### config.mk
export PLATFORM = sky130hd
export DESIGN_NAME = mem_stage_lsu_flat
export DESIGN_NICKNAME = d
export VERILOG_FILES = /design/src/rtl/mem_stage_lsu_if.sv /design/src/rtl/mem_stage_lsu.sv /design/src/flat_wrapper.sv
export SDC_FILE = /design/constraint.sdc
export NUM_CORES = 1
export LEC_CHECK = 0
export CAP_MARGIN = 0
export CELL_PAD_IN_SITES_DETAIL_PLACEMENT = 0
export CELL_PAD_IN_SITES_GLOBAL_PLACEMENT = 1
export CORE_UTILIZATION = 30
export DETAILED_ROUTE_END_ITERATION = 12
export PLACE_DENSITY = 0.95
export SLEW_MARGIN = 0
export SYNTH_ARGS = -nofsm -noshare
export SYNTH_HDL_FRONTEND = slang
export SYNTH_SLANG_ARGS = --single-unit
### constraint.sdc
create_clock -name clk -period 5.8 [get_ports clk]
set_clock_uncertainty 0.2 [all_clocks]
set_input_delay 0.58 -clock clk [delete_from_list [all_inputs] [get_ports clk]]
set_output_delay 0.58 -clock clk [all_outputs]
set_load 0.03 [all_outputs]
### src/rtl/mem_stage_lsu_if.sv
// Data-SRAM request/response bus between the MEM-stage LSU and the data memory.
// req/we/be/addr/wdata are driven by the LSU and stay stable until gnt.
// rvalid/rdata return load data one or more cycles after the grant.
interface mem_stage_lsu_if #(
  parameter int DATA_W = 32,
  parameter int ADDR_W = 32
);
  localparam int NB = DATA_W / 8;

  logic              req;
  logic              gnt;
  logic              we;
  logic [NB-1:0]     be;
  logic [ADDR_W-1:0] addr;
  logic [DATA_W-1:0] wdata;
  logic              rvalid;
  logic [DATA_W-1:0] rdata;

  modport master (output req, we, be, addr, wdata, input gnt, rvalid, rdata);
  modport slave  (input req, we, be, addr, wdata, output gnt, rvalid, rdata);
endinterface

### src/rtl/mem_stage_lsu.sv
// mem_stage_lsu: memory-access pipeline stage between EX and WB.
// Issues loads/stores over a req/gnt/rvalid SRAM bus, aligns and extends load
// data, feeds WB and the ID forwarding path, and stalls the front end while an
// access is outstanding.
// Optional build macro MEM_MISALIGN_EXC_EN: when defined, misaligned accesses
// raise misalign_exc instead of being silently aligned down.
module mem_stage_lsu #(
  parameter int DATA_W = 32,
  parameter int ADDR_W = 32,
  parameter int RF_AW  = 5
) (
  input  logic                clk,
  input  logic                rst,
  input  logic                flush,
  input  logic                wb_stall,
  input  logic                in_valid,
  output logic                in_ready,
  input  logic [31:0]         in_pc,
  input  logic                in_mem_en,
  input  logic                in_mem_we,
  input  logic [1:0]          in_size,
  input  logic                in_signed,
  input  logic [ADDR_W-1:0]   in_addr,
  input  logic [DATA_W-1:0]   in_wdata,
  input  logic                in_rf_we,
  input  logic [RF_AW-1:0]    in_rf_waddr,
  input  logic [DATA_W-1:0]   in_ex_result,
  mem_stage_lsu_if.master     dmem,
  output logic                wb_valid,
  output logic [31:0]         wb_pc,
  output logic                wb_we,
  output logic [RF_AW-1:0]    wb_waddr,
  output logic [DATA_W-1:0]   wb_wdata,
  output logic                fwd_pending,
  output logic                fwd_we,
  output logic [RF_AW-1:0]    fwd_waddr,
  output logic [DATA_W-1:0]   fwd_wdata,
  output logic                stall_req,
  output logic                misalign_exc
);
  localparam int NB = DATA_W / 8;
  localparam int LB = (DATA_W == 64) ? 3 : 2;

  localparam logic [2:0] S_IDLE  = 3'd0;
  localparam logic [2:0] S_REQ   = 3'd1;
  localparam logic [2:0] S_WAIT  = 3'd2;
  localparam logic [2:0] S_DONE  = 3'd3;
  localparam logic [2:0] S_DRAIN = 3'd4;

  // A dword request on a 32-bit bus degrades to a word access.
  function automatic logic [1:0] clamp_size(input logic [1:0] sz);
    if ((DATA_W == 32) && (sz == 2'b11)) begin
      return 2'b10;
    end else begin
      return sz;
    end
  endfunction

  // Low address bits that must be zero for an access of this size.
  function automatic logic [LB-1:0] size_mask(input logic [1:0] sz);
    logic [LB-1:0] m;
    m = {LB{1'b0}};
    case (sz)
      2'b00:   m = {LB{1'b0}};
      2'b01:   m[0] = 1'b1;
      2'b10:   m[1:0] = 2'b11;
      default: m = {LB{1'b1}};
    endcase
    return m;
  endfunction

  // Byte enables: size-wide run of ones shifted to the byte offset.
  function automatic logic [NB-1:0] calc_be(input logic [1:0] sz, input logic [LB-1:0] low);
    logic [NB-1:0] base;
    base = {NB{1'b0}};
    case (sz)
      2'b00:   base[0] = 1'b1;
      2'b01:   base[1:0] = 2'b11;
      2'b10:   base[3:0] = 4'hF;
      default: base = {NB{1'b1}};
    endcase
    return base << low;
  endfunction

  // Store data replicated into every lane so the byte enables pick the right copy.
  function automatic logic [DATA_W-1:0] replicate(input logic [1:0] sz, input logic [DATA_W-1:0] d);
    logic [DATA_W-1:0] r;
    case (sz)
      2'b00:   r = {NB{d[7:0]}};
      2'b01:   r = {(NB/2){d[15:0]}};
      2'b10:   r = {(NB/4){d[31:0]}};
      default: r = d;
    endcase
    return r;
  endfunction

  // Right-align the addressed lane(s), mask to size and sign/zero extend.
  function automatic logic [DATA_W-1:0] extend_load(input logic [1:0] sz, input logic sgn,
                                                    input logic [LB-1:0] low,
                                                    input logic [DATA_W-1:0] rd);
    logic [DATA_W-1:0] sh;
    logic [DATA_W-1:0] keep;
    logic              msb;
    sh = rd >> {low, 3'b000};
    case (sz)
      2'b00:   begin keep = DATA_W'(8'hFF);         msb = sh[7];  end
      2'b01:   begin keep = DATA_W'(16'hFFFF);      msb = sh[15]; end
      2'b10:   begin keep = DATA_W'(32'hFFFF_FFFF); msb = sh[31]; end
      default: begin keep = {DATA_W{1'b1}};         msb = 1'b0;   end
    endcase
    if (sgn && msb) begin
      return sh | ~keep;
    end else begin
      return sh & keep;
    end
  endfunction

  logic [2:0]        state_r;
  logic [31:0]       pc_r;
  logic              rf_we_r;
  logic [RF_AW-1:0]  waddr_r;
  logic              mem_we_r;
  logic [1:0]        size_r;
  logic              sgn_r;
  logic [LB-1:0]     low_r;
  logic              dmem_req_r;
  logic [NB-1:0]     dmem_be_r;
  logic [ADDR_W-1:0] dmem_addr_r;
  logic [DATA_W-1:0] dmem_wdata_r;
  logic              wb_valid_r;
  logic              wb_we_r;
  logic [DATA_W-1:0] wb_wdata_r;
  logic              misalign_r;

  logic [1:0]        acc_size_s;
  logic [LB-1:0]     acc_mask_s;
  logic [LB-1:0]     acc_low_s;
  logic              misalign_s;
  logic              accept_s;

  // Decode the incoming access: effective size, aligned byte offset, misalignment.
  always_comb begin
    acc_size_s = clamp_size(in_size);
    acc_mask_s = size_mask(acc_size_s);
    acc_low_s  = in_addr[LB-1:0] & ~acc_mask_s;
`ifdef MEM_MISALIGN_EXC_EN
    misalign_s = in_mem_en & (|(in_addr[LB-1:0] & acc_mask_s));
`else
    misalign_s = 1'b0;
`endif
  end

  // Handshake and pipeline-control status derived from the current state.
  always_comb begin
    in_ready    = (state_r == S_IDLE) || ((state_r == S_DONE) && !wb_stall);
    accept_s    = in_valid && in_ready && !flush;
    stall_req   = (state_r == S_REQ) || (state_r == S_WAIT) || ((state_r == S_DONE) && wb_stall);
    fwd_pending = ((state_r == S_REQ) || (state_r == S_WAIT)) && !mem_we_r && rf_we_r;
  end

  // Stage FSM: accept, request, wait for data, hold result, or drain a killed access.
  always_ff @(posedge clk) begin
    if (rst) begin
      state_r      <= S_IDLE;
      pc_r         <= 32'd0;
      rf_we_r      <= 1'b0;
      waddr_r      <= {RF_AW{1'b0}};
      mem_we_r     <= 1'b0;
      size_r       <= 2'b00;
      sgn_r        <= 1'b0;
      low_r        <= {LB{1'b0}};
      dmem_req_r   <= 1'b0;
      dmem_be_r    <= {NB{1'b0}};
      dmem_addr_r  <= {ADDR_W{1'b0}};
      dmem_wdata_r <= {DATA_W{1'b0}};
      wb_valid_r   <= 1'b0;
      wb_we_r      <= 1'b0;
      wb_wdata_r   <= {DATA_W{1'b0}};
      misalign_r   <= 1'b0;
    end else if (accept_s) begin
      pc_r         <= in_pc;
      rf_we_r      <= in_rf_we;
      waddr_r      <= in_rf_waddr;
      mem_we_r     <= in_mem_en & in_mem_we;
      size_r       <= acc_size_s;
      sgn_r        <= in_signed;
      low_r        <= acc_low_s;
      dmem_be_r    <= calc_be(acc_size_s, acc_low_s);
      dmem_addr_r  <= {in_addr[ADDR_W-1:LB], {LB{1'b0}}};
      dmem_wdata_r <= replicate(acc_size_s, in_wdata);
      wb_wdata_r   <= in_ex_result;
      if (!in_mem_en) begin
        state_r    <= S_DONE;
        dmem_req_r <= 1'b0;
        wb_valid_r <= 1'b1;
        wb_we_r    <= in_rf_we;
        misalign_r <= 1'b0;
      end else if (misalign_s) begin
        state_r    <= S_DONE;
        dmem_req_r <= 1'b0;
        wb_valid_r <= 1'b1;
        wb_we_r    <= 1'b0;
        misalign_r <= 1'b1;
      end else begin
        state_r    <= S_REQ;
        dmem_req_r <= 1'b1;
        wb_valid_r <= 1'b0;
        wb_we_r    <= 1'b0;
        misalign_r <= 1'b0;
      end
    end else begin
      misalign_r <= 1'b0;
      case (state_r)
        S_IDLE: begin
          wb_valid_r <= 1'b0;
          wb_we_r    <= 1'b0;
        end
        S_REQ: begin
          if (flush && !dmem.gnt) begin
            state_r    <= S_IDLE;
            dmem_req_r <= 1'b0;
          end else if (flush) begin
            state_r    <= S_DRAIN;
            dmem_req_r <= 1'b0;
          end else if (dmem.gnt) begin
            dmem_req_r <= 1'b0;
            if (mem_we_r) begin
              state_r    <= S_DONE;
              wb_valid_r <= 1'b1;
              wb_we_r    <= 1'b0;
            end else begin
              state_r <= S_WAIT;
            end
          end else begin
            state_r <= S_REQ;
          end
        end
        S_WAIT: begin
          if (dmem.rvalid && flush) begin
            state_r <= S_IDLE;
          end else if (dmem.rvalid) begin
            state_r    <= S_DONE;
            wb_valid_r <= 1'b1;
            wb_we_r    <= rf_we_r;
            wb_wdata_r <= extend_load(size_r, sgn_r, low_r, dmem.rdata);
          end else if (flush) begin
            state_r <= S_DRAIN;
          end else begin
            state_r <= S_WAIT;
          end
        end
        S_DONE: begin
          if (flush || !wb_stall) begin
            state_r    <= S_IDLE;
            wb_valid_r <= 1'b0;
            wb_we_r    <= 1'b0;
          end else begin
            state_r <= S_DONE;
          end
        end
        S_DRAIN: begin
          if (mem_we_r || dmem.rvalid) begin
            state_r <= S_IDLE;
          end else begin
            state_r <= S_DRAIN;
          end
        end
        default: begin
          state_r    <= S_IDLE;
          dmem_req_r <= 1'b0;
          wb_valid_r <= 1'b0;
          wb_we_r    <= 1'b0;
        end
      endcase
    end
  end

  assign dmem.req     = dmem_req_r;
  assign dmem.we      = mem_we_r;
  assign dmem.be      = dmem_be_r;
  assign dmem.addr    = dmem_addr_r;
  assign dmem.wdata   = dmem_wdata_r;
  assign wb_valid     = wb_valid_r;
  assign wb_pc        = pc_r;
  assign wb_we        = wb_we_r;
  assign wb_waddr     = waddr_r;
  assign wb_wdata     = wb_wdata_r;
  assign fwd_we       = wb_we_r;
  assign fwd_waddr    = waddr_r;
  assign fwd_wdata    = wb_wdata_r;
  assign misalign_exc = misalign_r;
endmodule

### src/flat_wrapper.sv
// flat-port wrapper written by rule: the top's interface ports become plain ports
module mem_stage_lsu_flat 
#(
  parameter int DATA_W = 32,
  parameter int ADDR_W = 32,
  parameter int RF_AW  = 5
)
  (clk, rst, flush, wb_stall, in_valid, in_ready, in_pc, in_mem_en, in_mem_we, in_size, in_signed, in_addr, in_wdata, in_rf_we, in_rf_waddr, in_ex_result, wb_valid, wb_pc, wb_we, wb_waddr, wb_wdata, fwd_pending, fwd_we, fwd_waddr, fwd_wdata, stall_req, misalign_exc, dmem_req, dmem_we, dmem_be, dmem_addr, dmem_wdata, dmem_gnt, dmem_rvalid, dmem_rdata);
  mem_stage_lsu_if #(.DATA_W(DATA_W), .ADDR_W(ADDR_W)) dmem_i ();
  input  logic clk;
  input  logic rst;
  input  logic flush;
  input  logic wb_stall;
  input  logic in_valid;
  output logic in_ready;
  input  logic [31:0] in_pc;
  input  logic in_mem_en;
  input  logic in_mem_we;
  input  logic [1:0] in_size;
  input  logic in_signed;
  input  logic [ADDR_W-1:0] in_addr;
  input  logic [DATA_W-1:0] in_wdata;
  input  logic in_rf_we;
  input  logic [RF_AW-1:0] in_rf_waddr;
  input  logic [DATA_W-1:0] in_ex_result;
  output logic wb_valid;
  output logic [31:0] wb_pc;
  output logic wb_we;
  output logic [RF_AW-1:0] wb_waddr;
  output logic [DATA_W-1:0] wb_wdata;
  output logic fwd_pending;
  output logic fwd_we;
  output logic [RF_AW-1:0] fwd_waddr;
  output logic [DATA_W-1:0] fwd_wdata;
  output logic stall_req;
  output logic misalign_exc;
  output wire logic [$bits(dmem_i.req)-1:0] dmem_req;
  output wire logic [$bits(dmem_i.we)-1:0] dmem_we;
  output wire logic [$bits(dmem_i.be)-1:0] dmem_be;
  output wire logic [$bits(dmem_i.addr)-1:0] dmem_addr;
  output wire logic [$bits(dmem_i.wdata)-1:0] dmem_wdata;
  input wire logic [$bits(dmem_i.gnt)-1:0] dmem_gnt;
  input wire logic [$bits(dmem_i.rvalid)-1:0] dmem_rvalid;
  input wire logic [$bits(dmem_i.rdata)-1:0] dmem_rdata;
  assign dmem_req = dmem_i.req;
  assign dmem_we = dmem_i.we;
  assign dmem_be = dmem_i.be;
  assign dmem_addr = dmem_i.addr;
  assign dmem_wdata = dmem_i.wdata;
  assign dmem_i.gnt = dmem_gnt;
  assign dmem_i.rvalid = dmem_rvalid;
  assign dmem_i.rdata = dmem_rdata;
  mem_stage_lsu #(.DATA_W(DATA_W), .ADDR_W(ADDR_W), .RF_AW(RF_AW)) u_core (.clk(clk), .rst(rst), .flush(flush), .wb_stall(wb_stall), .in_valid(in_valid), .in_ready(in_ready), .in_pc(in_pc), .in_mem_en(in_mem_en), .in_mem_we(in_mem_we), .in_size(in_size), .in_signed(in_signed), .in_addr(in_addr), .in_wdata(in_wdata), .in_rf_we(in_rf_we), .in_rf_waddr(in_rf_waddr), .in_ex_result(in_ex_result), .dmem(dmem_i), .wb_valid(wb_valid), .wb_pc(wb_pc), .wb_we(wb_we), .wb_waddr(wb_waddr), .wb_wdata(wb_wdata), .fwd_pending(fwd_pending), .fwd_we(fwd_we), .fwd_waddr(fwd_waddr), .fwd_wdata(fwd_wdata), .stall_req(stall_req), .misalign_exc(misalign_exc));
endmodule
[After elaboration in Yosys (flattened, before gate mapping)]
Index checks and enable logic that the tools add are counted.
Word-level totals
  register bits after elaboration: 148
  bits of input ports: 178
  output and inout port bits: 183
  logic and storage cells: 136
Operators by class
  equality and inequality tests: 20
  shift-type cells: 2
  mux-type cells: 65
  bitwise operators: 6
  reductions and logical operators: 28
Operators by type and width (count)
  $mux 32: 10
  $pmux 32 s2: 2
  $mux 1: 34
  $and 32x32->32: 1
  $not 32->32: 1
  $or 32x32->32: 1
  $shr 32x5->32: 1
  $mux 3: 7
  $ne 3x2->1 const B: 6
  $pmux 3 s5: 1
  $mux 2: 7
  $logic_and 1x1->1: 9
  $ne 2x1->1 const B: 4
  $pmux 1 s4: 2
  $reduce_and 8->1: 1
  $eq 3x2->1 const B: 2
  $logic_or 1x1->1: 5
  $ne 5x4->1 const B: 1
  $eq 2x1->1 const B: 2
  $eq 2x2->1 const B: 2
  $logic_not 1->1: 4
  $logic_not 2->1: 2
  $reduce_bool 2->1: 2
  $reduce_or 4->1: 1
  13 further kinds: 13

[Longest topological paths before layout]
Gate-level depths: netlist (run 1).
  depth in word-level cells: 14
  gate-level depth with buffers: 8
  depth with buffers taken out: 4

[Worst setup path after synthesis (run 1)]
No wires, ideal clock.
  path type: input port to output port
  start: input wb_stall
  end: output stall_req
  arrival time: 1.442 ns
  data required time: 5.020 ns
  slack: 3.578 ns
  stages: 3
  buffers on the path: 0
  cells stage by stage: and3b_1 or2_2 nor2_1
On the way
  longest elaborated chain between the ends: 2
Ends and longest elaborated chain
  start, declared: RTL line flat_wrapper.sv:13  | input logic wb_stall;
  $logic_and 1x1->1: RTL line mem_stage_lsu.sv:157  | stall_req = (state_r == S_REQ) || (state_r == S_WAIT) || ((state_r == S_DONE) && wb_stall);
  $logic_or 1x1->1: RTL line mem_stage_lsu.sv:157
  end, declared: RTL line flat_wrapper.sv:35  | output logic stall_req;
Every way passes these cells.

[Final worst setup path (run 1)]
  start: input flush
  end: register u_core.wb_valid_r (netlist: u_core.wb_valid)
On the way
  longest elaborated chain between the ends: 4
  elaborated cells between the ends (all ways): 15
  classes of those cells: 8 x eq/ne; 1 x mux; 6 x reduce/logical
Ends and longest elaborated chain
  start, declared: RTL line flat_wrapper.sv:12  | input logic flush;
  $logic_not 1->1: RTL line mem_stage_lsu.sv:156  | accept_s = in_valid && in_ready && !flush;
  $logic_and 1x1->1: RTL line mem_stage_lsu.sv:156
  $ne 3x1->1 (no source line), or another cell as far along
  $reduce_and 8->1 (no source line)
  end signal, assigned: RTL line mem_stage_lsu.sv:176  | wb_valid_r <= 1'b0;
  end signal, assigned: RTL line mem_stage_lsu.sv:195  | wb_valid_r <= 1'b1;
  end signal, assigned: RTL line mem_stage_lsu.sv:201  | wb_valid_r <= 1'b1;
  end, declared: RTL line mem_stage_lsu.sv:130  | logic wb_valid_r;
Several ways; a longest one is shown, not always the timed one.
A chain may end at the register's enable or synchronous reset.

==> results.yml, run 1 <==
sta:
  final.setup.tns_ns: 0
  tightestPinTransition_ns: 1.02
  relSlewSlack: 0.322
  drv_slew: 0
  finalCriticalPeriod_ns: 3.33
  max_freq_ghz: 0.300
  final-hold-violation-count: 0
  setup_viol: 0
  rsz0062_at_grt: "false"
  fin_crit_sh: 0.574
worst_setup_path:
  crit_path_end_kind: "flop"
  r2r-start: "u_core.state_r[2]$_SDFFE_PP0P_"
  required_ns: 5.92
  cp-start-kind: "primary input"
  reg2regPathDepth: 5
  cp_max_fo: 86
  cp_data_arrival_time_ns: 3.45
  ff2ff_setup_slack_ns: 2.73
  reg2reg_to: "u_core.wb_valid$_SDFFE_PP0P_"
  critical_path_class: "primary input to flop"
  cp-startpoint: "flush"
placement:
  dp_hpwl_mm: 17.5
  gp_congestion: 0.899
  port_buffers: 357
synth:
  syn_area_sq_um: 6880
  synth_async_sr_flop_share: 0
  synthCells: 842
  synth.distinct_cells: 55
  synth_edf_count: 0
  synthFlopType: "dfxtp_1"
  synth_seq_area_share: 0.430
  syn_area_per_cell_sq_um: 8.17
  ys_seq_elements: 148
  yosysWarnings: 0
power_and_ir_drop:
  ir_worst_vdd_v: 0.000159
  p_per_area_nw_per_um2: 269
  p_leak_nw: 3.78
  power_mw: 2.93
min_path:
  hold_start: "u_core.dmem.wdata[5]$_SDFFE_PP0P_"
  hold_end: "u_core.dmem.wdata[5]$_SDFFE_PP0P_"
  hold_path_depth: 2
  hold_path.class: "flop to flop"
global_route:
  grt_pass1_wl_mm: 37.3
  grt_max_degree: 87
  grt_use_total: 0.202
  grt_pass1_vias: 6706
  grt_remaining_overflow: 0
  antenna_found_initial: 0
cts:
  tritoncts: "yes"
  hold_buffers: 0
  htreeDepth: 4
  clock_tree.root_cell: "clkbuf_16"
  clockBufferDepth: 2
  postCtsSetupRepairBufs: 0
  cts.sinks: 148
  cts_buffers: 17
  cts.repair.resized: 0
  clkTransAtPathRegs_ns: 0.07
  insertion_delay_ns: 0.41
routing:
  drt_iter0_markers: 329
  via_per_inst: 4.95
  detail_route.first_pass.iterations: 5
  drc: 0
  post_drt_wl_per_cell_um: 17.2
  routed_wirelength_mm: 24.3
  drtAntennaViolNets: 0
  vias: 7006
final_layout:
  area_growth_pct: 57.9
  fin_util: 0.482
  final_common_cell: "clkdlybuf4s50_1"
  nets: 1295
  mostFrequentLayoutCells: "356 x clkdlybuf4s50_1, 204 x nand2_1, 148 x dfxtp_1"
  drive_gt1_frac: 0.0673
  antenna_cells: 0
floorplan:
  die_h_um: 153
  core_area_sq_um: 22600
  io-pin-count: 361
  die_area_sq_um: 23600
  initial_utilization: 0.305
  fp.dieW_um: 153
  rows: 55
flow_run:
  max_cap_violations: 0
status:
  outcome: "complete, no violations"
## power by group
group          switching [mW]  total [mW]  internal, mW
clock                   0.483        1.09         0.608
combinational           0.383       0.708         0.325
sequential             0.0458        1.13          1.08
## metrics by stage
stage	setup slack, ns	hold WS [ns]	cell area (sq um)	cells
5_1_grt	2.24	0.271	10900	1415
6_report	2.47	0.252	10900	1415
2_1_floorplan	3.58	0.237	6890	844
3_5_place_dp	2.08	0.246	10300	1383
4_1_cts	2.51	0.254	10900	1415
3_3_place_gp	2.19	0.240	10300	1383
## synth_stat cells (all sizes together) (9+ instances only)
library cell | n | area (sq um)
o21a | 9 | 67.6
clkbuf | 43 | 161
buf | 67 | 445
nor3 | 17 | 85.1
nand2 | 204 | 766
a311oi | 10 | 87.6
nor2 | 47 | 179
o21ai | 11 | 55.1
a211oi | 14 | 105
o211ai | 14 | 105
nand2b | 11 | 76.3
mux2i | 28 | 280
a21oi | 111 | 556
nand3 | 9 | 45.0
mux2 | 9 | 101
dfxtp | 148 | 2960
a2111oi | 9 | 135
## critical path, cell delays in order
cell             delay [ns]
clkdlybuf4s50_1        0.56
nor3b_1                0.58
o21a_4                 0.81
buf_12                 0.37
nand2b_1               0.12
a221oi_1               0.25
## sequential cells by signal, summed over array words and instances (netlist names)
| name | count |
|---|---|
| u_core.fwd_waddr | 5 |
| u_core.wb_valid | 1 |
| u_core.dmem.addr | 30 |
| u_core.size_r | 2 |
| u_core.sgn_r | 1 |
| u_core.low_r | 2 |
| u_core.dmem.be | 4 |
| u_core.dmem.wdata | 32 |
| u_core.dmem.req | 1 |
| u_core.wb_pc | 32 |
| u_core.fwd_wdata | 32 |
| u_core.fwd_we | 1 |
| u_core.dmem.we | 1 |
| u_core.rf_we_r | 1 |
| u_core.state_r | 3 |
## logic make-up after synthesis
group,count (synthesis),share of synthesized area
other cells,1,0.000545
xor+xnor,2,0.00255
compound gates,213,0.210
buf+inv,117,0.0920
simple gates,321,0.199
mux,40,0.0653
flops,148,0.430
## layout make-up
cell class,count,area (sq um)
Clock inverter,13,141
Multi-Input combinational cell,579,3310
Sequential cell,148,2960
Fill cell,2149,11700
Inverter,7,26.3
Timing Repair Buffer,364,3640
Clock buffer,19,433
Tap cell,285,357
## worst max-delay path by stage
stage	endpoint	slack, ns	depth (start not counted)
floorplan	stall_req	3.58	3
global placement	u_core.wb_valid$_SDFFE_PP0P_	2.19	6
detailed placement	u_core.wb_valid$_SDFFE_PP0P_	2.08	6
CTS	u_core.wb_valid$_SDFFE_PP0P_	2.51	6
global route	u_core.wb_valid$_SDFFE_PP0P_	2.24	6
finish	u_core.wb_valid$_SDFFE_PP0P_	2.47	6
## routing by layer
metal / GRT usage / part of all wire
met1: 0.234 / 0.40
met2: 0.344 / 0.49
met3: 0.0700 / 0.090
met4: 0.0752 / 0.022
met5: 0 / 0
Power figures use the tool's default switching activity.
==> run 2, diff against run 1 <==
CORE_UTILIZATION = 28   (was 30)
PLACE_DENSITY = 0.91   (was 0.95)
clock period = 3.2 ns   (was 5.8 ns; I/O delays follow)
==> run 2 against run 1 <==
  * Sequential power is 81% higher
  * First-iteration DRC count is 27% higher
  * Die area is 7.0% higher
  * Register-to-register slack worse by 2.0 ns
  * Clock power is 83% higher
  * Sequential share of layout area is 0.29 points lower
  * Final area is 1.1% higher
  * Sequential cell count stayed put
  * Combinational power is 82% higher
  * Final cell count is 3.0% higher
  * Utilization is 2.9 points lower
  * Global-route usage is 0.96 points lower
  * Critical path type is now flop to output pin
==> results.yml, run 2 (same netlist as run 1, synthesis figures left out) <==
power_and_ir_drop:
  ir_worst_vdd_v: 0.000345
  p_per_area_nw_per_um2: 485
  power_mw: 5.33
  p_leak_nw: 3.82
floorplan:
  die_h_um: 159
  io-pin-count: 361
  rows: 57
  core_area_sq_um: 24200
  die_area_sq_um: 25200
  fp.dieW_um: 159
  initial_utilization: 0.284
final_layout:
  nFillCells: 2399
  area_growth_pct: 59.6
  fin_cells: 1458
  mostFrequentLayoutCells: "356 x clkdlybuf4s50_1, 204 x nand2_1, 148 x dfxtp_1"
  nets: 1299
  final_common_cell: "clkdlybuf4s50_1"
  multi_input_area_sq_um: 3310
  stdcell_area_sq_um: 11000
  seq_area_sq_um: 2960
  drive_gt1_frac: 0.0714
  antenna_cells: 0
global_route:
  grtUsageMet2: 0.328
  use_met3: 0.0572
  grt_pass1_wl_mm: 38.4
  grt.busiest_layer: "met2"
  grt_pass1_vias: 6876
  grt_max_degree: 87
  grtUsageMet1: 0.220
  grt_use_total: 0.193
  antenna_found_initial: 0
  grt_remaining_overflow: 0
sta:
  fin_crit_sh: 0.905
  relSlewSlack: 0.367
  finalCriticalPeriod_ns: 2.90
  setup_viol: 0
  final-hold-violation-count: 0
  final.setup.tns_ns: 0
  tightestPinTransition_ns: 0.949
  rsz0062_at_grt: "false"
  max_freq_ghz: 0.345
  drv_slew: 0
  holdWs_ns: 0.218
cts:
  tritoncts: "yes"
  htreeDepth: 4
  hold_buffers: 0
  postCtsSetupRepairBufs: 0
  cts.repair.resized: 0
  cts.sinks: 148
  clockBufferDepth: 2
  cts_buffers: 17
  clkTransAtPathRegs_ns: 0.07
  clock_tree.root_cell: "clkbuf_16"
  insertion_delay_ns: 0.41
worst_setup_path:
  path_depth: 4
  reg2reg_to: "u_core.dmem.wdata[10]$_SDFFE_PP0P_"
  r2r-start: "u_core.state_r[2]$_SDFFE_PP0P_"
  reg2regPathDepth: 5
  required_ns: 2.68
  cp_data_arrival_time_ns: 2.38
  critical_path_class: "flop to output pin"
  crit_path_cell_trace: "nor2_1, or2_2, nor2b_1, clkdlybuf4s50_1"
  cp-startpoint: "u_core.state_r[0]$_SDFFE_PP0P_"
  crit_path_end_kind: "output pin"
  cp-start-kind: "flop"
  crit_path_end: "in_ready"
  cp_num_buf_inv: 1
  slowest_delay_ns: 0.68
  cp_slowest_cell: "clkdlybuf4s50_1"
  cp_max_fo: 13
  ff2ff_setup_slack_ns: 0.78
  cp_top_family: "simple AND/OR/NAND/NOR gates"
routing:
  drtAntennaViolNets: 0
  post_drt_wl_per_cell_um: 16.8
  via_per_inst: 4.82
  drt_iter0_markers: 419
  routed_wirelength_mm: 24.5
  vias: 7031
  detail_route.first_pass.iterations: 4
  drc: 0
placement:
  dp_cells: 1426
  dp_hpwl_mm: 18.0
  port_buffers: 357
  gp_congestion: 0.837
  place_area_sq_um: 10400
flow_run:
  max_cap_violations: 0
status:
  outcome: "complete, no violations"
min_path:
  hold_path.class: "primary input to flop"
[run 2: layer usage]
layer / vias to the layer above / wire length [um]
li1: 3429 / -
met4: 0 / 892
met1: 3248 / 9820
met5: - / 0
met2: 311 / 11900
met3: 43 / 1870
[run 2: worst reg2reg max path: stages (launching register included)]
cell,delay (ns)
dfxtp_1,0.46
nor3b_1,0.59
o21a_4,0.34
buf_12,0.30
nor2_1,0.17
a311oi_1,0.26
[run 2: through the flow]
step / utilization / setup slack [ns]
after floorplan: - / 1.24
after global placement: 0.429 / 0.481
after detailed placement: 0.429 / 0.349
after CTS: 0.453 / 0.288
after global routing: 0.453 / 0.191
final: 0.453 / 0.305
[run 2: area by class of cell]
class,instances,area share
Multi-Input combinational cell,579,0.302
Clock buffer,19,0.0403
Sequential cell,148,0.270
Tap cell,324,0.0369
Inverter,7,0.00239
Clock inverter,13,0.0130
Timing Repair Buffer,368,0.336
[run 2: worst min-delay path by stage]
stage	from	to	slack [ns]	cells past startpoint
after global placement	u_core.wb_pc[25]$_SDFFE_PP0P_	u_core.wb_pc[25]$_SDFFE_PP0P_	0.24	2
after floorplan	u_core.rf_we_r$_SDFFE_PP0P_	u_core.rf_we_r$_SDFFE_PP0P_	0.24	2
after global routing	rst	u_core.fwd_we$_SDFFE_PP0P_	0.22	3
final	rst	u_core.fwd_we$_SDFFE_PP0P_	0.22	3
after CTS	rst	u_core.fwd_we$_SDFFE_PP0P_	0.20	3
after detailed placement	u_core.dmem.wdata[4]$_SDFFE_PP0P_	u_core.dmem.wdata[4]$_SDFFE_PP0P_	0.25	2
[run 2: where the power goes]
group	total (mW)	internal [mW]	switching [mW]
logic	1.29	0.596	0.692
registers	2.04	1.96	0.0836
clock network	2.00	1.12	0.878
total	5.33	3.67	1.65
